[src/rtl/conv_window_sequencer.sv]
// Purpose : walks a 3x3 window over a zero-padded image held in BRAM, fetching 9 pixels,
//           kicking the convolution unit and writing one result per unpadded pixel.
// Latency : 12+N cycles per window (9 FETCH, 1 DRAIN, 1 CONV, N>=1 WAIT, 1 WRITE).
// Backpr. : none upstream; stalls in WAIT until done_conv (level-sampled).
//
// Ports:
//   clk, rst_n         - clock, asynchronous active-low reset
//   start              - begin one image (sampled in IDLE only)
//   done_conv          - convolution unit finished (looked at in WAIT only)
//   address[14:0]      - BRAM read address into the (IMG_W+2)x(IMG_H+2) padded image
//   shift_right        - load enable for the 72-bit window register (data lags address by 1)
//   start_conv         - one-cycle start pulse to the convolution unit
//   out_we/out_addr    - result strobe and output pixel index r*IMG_W+c
//   busy, done         - busy outside IDLE; done pulses once after the last result
//   state_reg[2:0]     - current state encoding
//   err                - watchdog tripped (only when SEQ_TIMEOUT_EN is defined)
//
// Build option: define SEQ_TIMEOUT_EN to abort WAIT after TIMEOUT cycles and expose err.
module conv_window_sequencer #(
    parameter int IMG_W   = 128,
    parameter int IMG_H   = 128,
    parameter int TIMEOUT = 255
) (
    input  logic        clk,
    input  logic        rst_n,
    input  logic        start,
    input  logic        done_conv,
    output logic [14:0] address,
    output logic        shift_right,
    output logic        start_conv,
    output logic        out_we,
    output logic [13:0] out_addr,
    output logic        busy,
    output logic        done,
`ifdef SEQ_TIMEOUT_EN
    output logic        err,
`endif
    output logic [2:0]  state_reg
);

    localparam int CW = $clog2(IMG_W + 1);
    localparam int RW = $clog2(IMG_H + 1);

    typedef enum logic [2:0] {
        S_IDLE  = 3'd0,
        S_FETCH = 3'd1,
        S_DRAIN = 3'd2,
        S_CONV  = 3'd3,
        S_WAIT  = 3'd4,
        S_WRITE = 3'd5,
        S_FIN   = 3'd6
    } state_t;

    state_t          state_q, state_d;
    logic [CW-1:0]   c_q, c_d;
    logic [RW-1:0]   r_q, r_d;
    logic [3:0]      k_q, k_d;
    logic [1:0]      kcol_q, kcol_d;    // k%3 kept as its own counter to avoid a divider
    logic [14:0]     base_q, base_d;    // padded address of window top-left: r*(IMG_W+2)+c
    logic [14:0]     ptr_q, ptr_d;      // address of the pixel being fetched this cycle
    logic [13:0]     oidx_q, oidx_d;    // r*IMG_W+c tracked incrementally
    logic [14:0]     base_nxt;
    logic            last_col;

`ifdef SEQ_TIMEOUT_EN
    localparam int TW = $clog2(TIMEOUT + 1);
    logic [TW-1:0]   wcnt_q, wcnt_d;
    logic            err_q, err_d;
`endif

    assign last_col = (c_q == CW'(IMG_W - 1));
    // Next row starts IMG_W+2 past the current row start; from the last column that is +3.
    assign base_nxt = last_col ? (base_q + 15'd3) : (base_q + 15'd1);

    always_ff @(posedge clk or negedge rst_n) begin
        if (!rst_n) begin
            state_q <= S_IDLE;
            c_q     <= '0;
            r_q     <= '0;
            k_q     <= '0;
            kcol_q  <= '0;
            base_q  <= '0;
            ptr_q   <= '0;
            oidx_q  <= '0;
        end else begin
            state_q <= state_d;
            c_q     <= c_d;
            r_q     <= r_d;
            k_q     <= k_d;
            kcol_q  <= kcol_d;
            base_q  <= base_d;
            ptr_q   <= ptr_d;
            oidx_q  <= oidx_d;
        end
    end

`ifdef SEQ_TIMEOUT_EN
    always_ff @(posedge clk or negedge rst_n) begin
        if (!rst_n) begin
            wcnt_q <= '0;
            err_q  <= 1'b0;
        end else begin
            wcnt_q <= wcnt_d;
            err_q  <= err_d;
        end
    end
    assign err = err_q;
`endif

    always_comb begin
        state_d     = state_q;
        c_d         = c_q;
        r_d         = r_q;
        k_d         = k_q;
        kcol_d      = kcol_q;
        base_d      = base_q;
        ptr_d       = ptr_q;
        oidx_d      = oidx_q;
        shift_right = 1'b0;
        start_conv  = 1'b0;
        out_we      = 1'b0;
        done        = 1'b0;
`ifdef SEQ_TIMEOUT_EN
        wcnt_d      = wcnt_q;
        err_d       = err_q;
`endif
        unique case (state_q)
            S_IDLE: begin
                if (start) begin
                    state_d = S_FETCH;
                    c_d     = '0;
                    r_d     = '0;
                    k_d     = '0;
                    kcol_d  = '0;
                    base_d  = '0;
                    ptr_d   = '0;
                    oidx_d  = '0;
`ifdef SEQ_TIMEOUT_EN
                    err_d   = 1'b0;
`endif
                end
            end
            S_FETCH: begin
                // BRAM data for k-1 arrives this cycle, so k=0 has nothing to shift yet.
                shift_right = (k_q != 4'd0);
                k_d         = k_q + 4'd1;
                if (kcol_q == 2'd2) begin
                    kcol_d = 2'd0;
                    ptr_d  = ptr_q + 15'(IMG_W);   // back 2 columns, down one padded row
                end else begin
                    kcol_d = kcol_q + 2'd1;
                    ptr_d  = ptr_q + 15'd1;
                end
                if (k_q == 4'd8) state_d = S_DRAIN;
            end
            S_DRAIN: begin
                shift_right = 1'b1;
                state_d     = S_CONV;
            end
            S_CONV: begin
                start_conv = 1'b1;
                state_d    = S_WAIT;
`ifdef SEQ_TIMEOUT_EN
                wcnt_d     = '0;
`endif
            end
            S_WAIT: begin
                if (done_conv) begin
                    state_d = S_WRITE;
                end
`ifdef SEQ_TIMEOUT_EN
                else if (wcnt_q == TW'(TIMEOUT - 1)) begin
                    state_d = S_IDLE;
                    err_d   = 1'b1;
                end else begin
                    wcnt_d = wcnt_q + TW'(1);
                end
`endif
            end
            S_WRITE: begin
                out_we = 1'b1;
                oidx_d = oidx_q + 14'd1;
                k_d    = '0;
                kcol_d = '0;
                base_d = base_nxt;
                ptr_d  = base_nxt;
                if (last_col) begin
                    c_d = '0;
                    r_d = r_q + RW'(1);
                end else begin
                    c_d = c_q + CW'(1);
                end
                if (last_col && (r_q == RW'(IMG_H - 1))) state_d = S_FIN;
                else                                     state_d = S_FETCH;
            end
            S_FIN: begin
                done    = 1'b1;
                state_d = S_IDLE;
            end
            default: state_d = S_IDLE;
        endcase
    end

    assign address   = (state_q == S_FETCH) ? ptr_q : 15'd0;
    assign out_addr  = oidx_q;
    assign busy      = (state_q != S_IDLE);
    assign state_reg = state_q;

endmodule

[config.mk]
export PLATFORM = sky130hd
export DESIGN_NAME = conv_window_sequencer
export DESIGN_NICKNAME = d
export VERILOG_FILES = /design/src/rtl/conv_window_sequencer.sv
export SDC_FILE = /design/constraint.sdc
export NUM_CORES = 1
export LEC_CHECK = 0
export BUFFER_PORTS_ARGS = -buffer_cell sky130_fd_sc_hd__buf_2
export CAP_MARGIN = 20
export CORE_ASPECT_RATIO = 1.1
export CORE_MARGIN = 2
export CORE_UTILIZATION = 59
export CTS_BUF_LIST = sky130_fd_sc_hd__clkbuf_16
export DETAILED_ROUTE_END_ITERATION = 7
export PLACE_DENSITY = 0.8
export SLEW_MARGIN = 20
export SYNTH_ARGS = -nofsm -noshare
export SYNTH_HDL_FRONTEND = slang
export SYNTH_SLANG_ARGS = --single-unit
[constraint.sdc]
create_clock -name clk -period 3.1 [get_ports clk]
set_input_delay 0.31 -clock clk [delete_from_list [all_inputs] [get_ports clk]]
set_output_delay 0.31 -clock clk [all_outputs]
set_load 0.01 [all_outputs]
* After elaboration in Yosys (flattened, before gate mapping) *
Cells that the tools add are included.

cells by class
  add/subtract/negate cells = 9
  equality and inequality tests = 14
  muxes and demuxes = 27
  reduce and logical (&&, ||, !) cells = 10

operators with widths
  kind                   count
  $mux 15                4
  $pmux 15 s3            1
  $pmux 8 s2             2
  $add 15x1->15 const B  2
  $pmux 15 s2            1
  $pmux 14 s2            1
  $mux 8                 3
  $pmux 3 s6             1
  $add 8x1->8 const B    2
  $eq 8x7->1 const B     2
  $add 15x2->15 const B  1
  $add 15x8->15 const B  1
  $add 14x1->14 const B  1
  $mux 14                1
  $mux 3                 4
  $pmux 4 s3             1
  $eq 3x3->1 const B     3
  $ne 2x2->1 const B     4
  $eq 3x2->1 const B     2
  $pmux 2 s3             1
  $reduce_and 3->1       2
  $reduce_bool 3->1      2
  $add 4x1->4 const B    1
  $eq 4x4->1 const B     1
  other kinds (12)       16

word-level totals
  bits in registers = 69
  word-level logic and storage cells = 68

* Longest topological paths before layout *
  word-level depth = 4
  mapped depth = 10
  depth with buffers taken out = 9

* Worst setup path before layout *
No wires, ideal clock.

  path type = register to register
  start point = reg c_q[0]
  end point = reg ptr_q[8]
  data arrival time = 2.311 ns
  data required time = 2.974 ns
  setup slack = 0.664 ns
  cell stages (with the launch flop) = 11
  clock period less this slack = 2.436 ns
  path through = dfrtp_1 > ha_1 > inv_1 > nor3_1 > fa_1 > and4_1 > clkbuf_1 > nand4_1 > xor2_1 > nor2_1 > a221o_1

on the way
  cells in the longest elaborated chain, start to end = 3

RTL lines
  item                      line  RTL
  start: declaration        55    logic [CW-1:0] c_q, c_d;
  start signal: assignment  78    c_q <= '0;
  start signal: assignment  87    c_q <= c_d;
  $eq 8x7->1                71    assign last_col = (c_q == CW'(IMG_W - 1));
  $mux 15                   73    assign base_nxt = last_col ? (base_q + 15'd3) : (base_q + 15'd1);
  $pmux 15 s3               127   unique case (state_q)
  end signal: assignment    92    ptr_q <= ptr_d;
  end: declaration          60    logic [14:0] ptr_q, ptr_d;

Every way passes these cells.
A chain may end at the register's enable or synchronous reset.

* Worst setup path in the final report *
Same ends and word-level chain as after synthesis.

==> run metrics <==
internal power=0.00191 W; # DRC=0; ANT cells=0; NetSw=0.00118 W; max cap viols=0; worst slew pin tran=roughly 740 ps; Top delay family on crit path=simple AND/OR/NAND/NOR gates; maximum fanout along the worst path=6; Fin Hold WS=approximately 39 ps; initial antenna violation count=0; Buffers on Ports=40; H-tree levels=3; 1st-pass router iterations=5; Routed Wire Length=slightly below 9000 microns; fin cells=roughly 550; CP Capture Type=register; Switching Share=0.382; GRT overflow=0; Final setup viols=0; Final GP Congestion=0.878; initial DRC count=approximately 230; num ports=41; Clock Sinks=69; Rel. slew slack=0.504; Hold Vio Cnt, Final=0; post-synth top area share=0.444; Synth Instances=429; crit path DAT=just under 3000 ps; Initial Util=0.600; sequential area share after synthesis=0.444; vias in the first global route=~3.2k; combinational power share=0.316; routed vias=~3.4k; distinct cell type count after synthesis=59; Num CTS Buffers=9; status=completed; Worst setup SP type=register; WL/cell=about 16 microns; largest net degree at the start of global routing=39; TritonCTS clock tree=yes; crit path kind=register to register; Netlist Area Pre-Place=between 0.003 and 0.004 sq mm; Yosys top cell by area=dfrtp_1; synth warn=0; Yosys reg bits=between 60 and 70; Die Wd=approximately 80 microns; clk_lat worst skew=330 ps; Tmin final=approximately 2700 ps; slowest library cell on the worst path=nor3_1; post-place setup slack=401 ps; max-slew violations=0; pwr dens=701 mW/mm^2; die area=about 0.0073 sq mm; Reg clk slew, reported paths=~50 ps; share of layout cells above drive strength 1=0.140; placed cell count=between 500 and 600; CP required=about 3300 ps; post-synth net total=between 400 and 500; clock power share=0.284; RSZ-0062 raised after global routing=no; Core Area=~0.0065 sq mm; first-pass GRT wire length=around 15,000 microns; final core utilization=0.679; Post-CTS Setup Inserts=0; Sequential Power Share=0.400; Clock Tree Root=clkbuf_16; CP cell instances=ha_1, inv_1, nor3_1, fa_1, and4_1, nand4_1, xor2_1, nor2_1, a221o_1; Worst Hold Class=input port to asynchronous set/reset pin; period utilisation layout=0.877; area delta synth->final=13.2%; routed vias/inst=just over 6; GR Util All Layers=0.265; Routed Antenna Nets=0; top cells by area, synth=dfrtp_1 44%, nand2_1 5.4%, o21ai_0 5.3%, nand3_1 3.2%, xor2_1 3.2%; top cells by count, synth=69 x dfrtp_1, 56 x nand2_1, 41 x o21ai_0; setup_tns=0 ps; Fill cells=slightly above 500; FMAX=about 370 MHz; Buf/Inv on CP=1; most common cell in the netlist=dfrtp_1; Top FF cell, synth=dfrtp_1; Core Rows=31; VDD IR max=~0.00058 V; clock buffer depth=2; Layout Skew=6.87 ps; cts repair resizes=0; Leak=2.08 nW; hold_buf cts=0; dpl hpwl=approximately 6100 microns; nets=480; Die Y-Extent=89.2 microns; Mean Syn Cell Area=9.06 sq um; Post-synth EDFFs=0; peak per-stage delay on the critical path=approximately 520 ps; ys async rst share=1.00; post-route setup slack=approximately 380 ps
-- cell usage in the layout (no fill, tap or decap), drive strengths merged, types with 2 or more instances in the layout --
master   n
a22o     4
xor2    14
nor2    30
nor2b    2
o21ai   45
nand2b   5
or3      3
mux2i    5
a21oi   12
a221o    3
nand4   12
nand2   57
a211o    2
and3     8
and2    16
nand3   26
o31ai    7
ha       8
a22oi    2
o221ai   4
buf     45
and4     3
xnor2   10
o211ai   4
or2      2
o311ai   2
nor3b    3
a41oi    2
nand3b   3
clkbuf   9
a31oi    6
nor4     3
inv     14
a21o     7
dfrtp   69
clkinv   4
nor3     7
-- power groups by stage --
stage / logic (W) / registers [W] / clock network (W)
floorplan: 0.000718 / 0.00118 / 0
global placement: 0.000929 / 0.00123 / 0
detailed placement: 0.000970 / 0.00124 / 0
CTS: 0.000974 / 0.00123 / 0.000886
global route: 0.00110 / 0.00126 / 0.000929
finish: 0.000975 / 0.00124 / 0.000876
-- final timing paths --
check                                     to         start  depth (start not counted)  slack [ps]
worst max-delay path                ptr_q[8]        c_q[0]                          9         380
worst min-delay path               kcol_q[1]         rst_n                          1          40
worst max register to register      ptr_q[8]        c_q[0]                          9         380
worst min register to register  out_addr[13]  out_addr[13]                          1         490
max in group asynchronous        out_addr[5]         rst_n                          2        2400
min in group clk                out_addr[13]  out_addr[13]                          1         490
-- kinds of logic (layout without fill, tap and decap cells) --
| logic type | count (synthesis) | after routing | share of synthesized area |
|---|---|---|---|
| flops | 69 | 69 | 0.444 |
| fa+ha+maj | 9 | 9 | 0.0309 |
| simple gates | 185 | 185 | 0.246 |
| mux | 6 | 6 | 0.0158 |
| compound gates | 106 | 106 | 0.174 |
| xor+xnor | 24 | 24 | 0.0541 |
| buf+inv | 30 | 72 | 0.0347 |
-- routing by layer --
layer	track usage	wire length [microns]
met1	0.336	3770
met2	0.447	4470
met3	0.0424	397
met4	0.123	179
met5	0	0
-- stage by stage --
step	total power, W	instance area, sq um
after detailed placement	0.00221	4150
final	0.00309	4400
after floorplan	0.00189	3890
after CTS	0.00309	4400
after global routing	0.00329	4400
after global placement	0.00216	4150
-- layout make-up --
cell class              count  area (sq um)  area share
clock buffers               9           225      0.0512
clock inverters             6          23.8     0.00540
inverters                  12          45.0      0.0102
multi-input cells         330          2030       0.461
flip-flops and latches     69          1730       0.392
well taps                  82           103      0.0233
repair buffers             45           250      0.0569
Power figures use the tool's default switching activity.
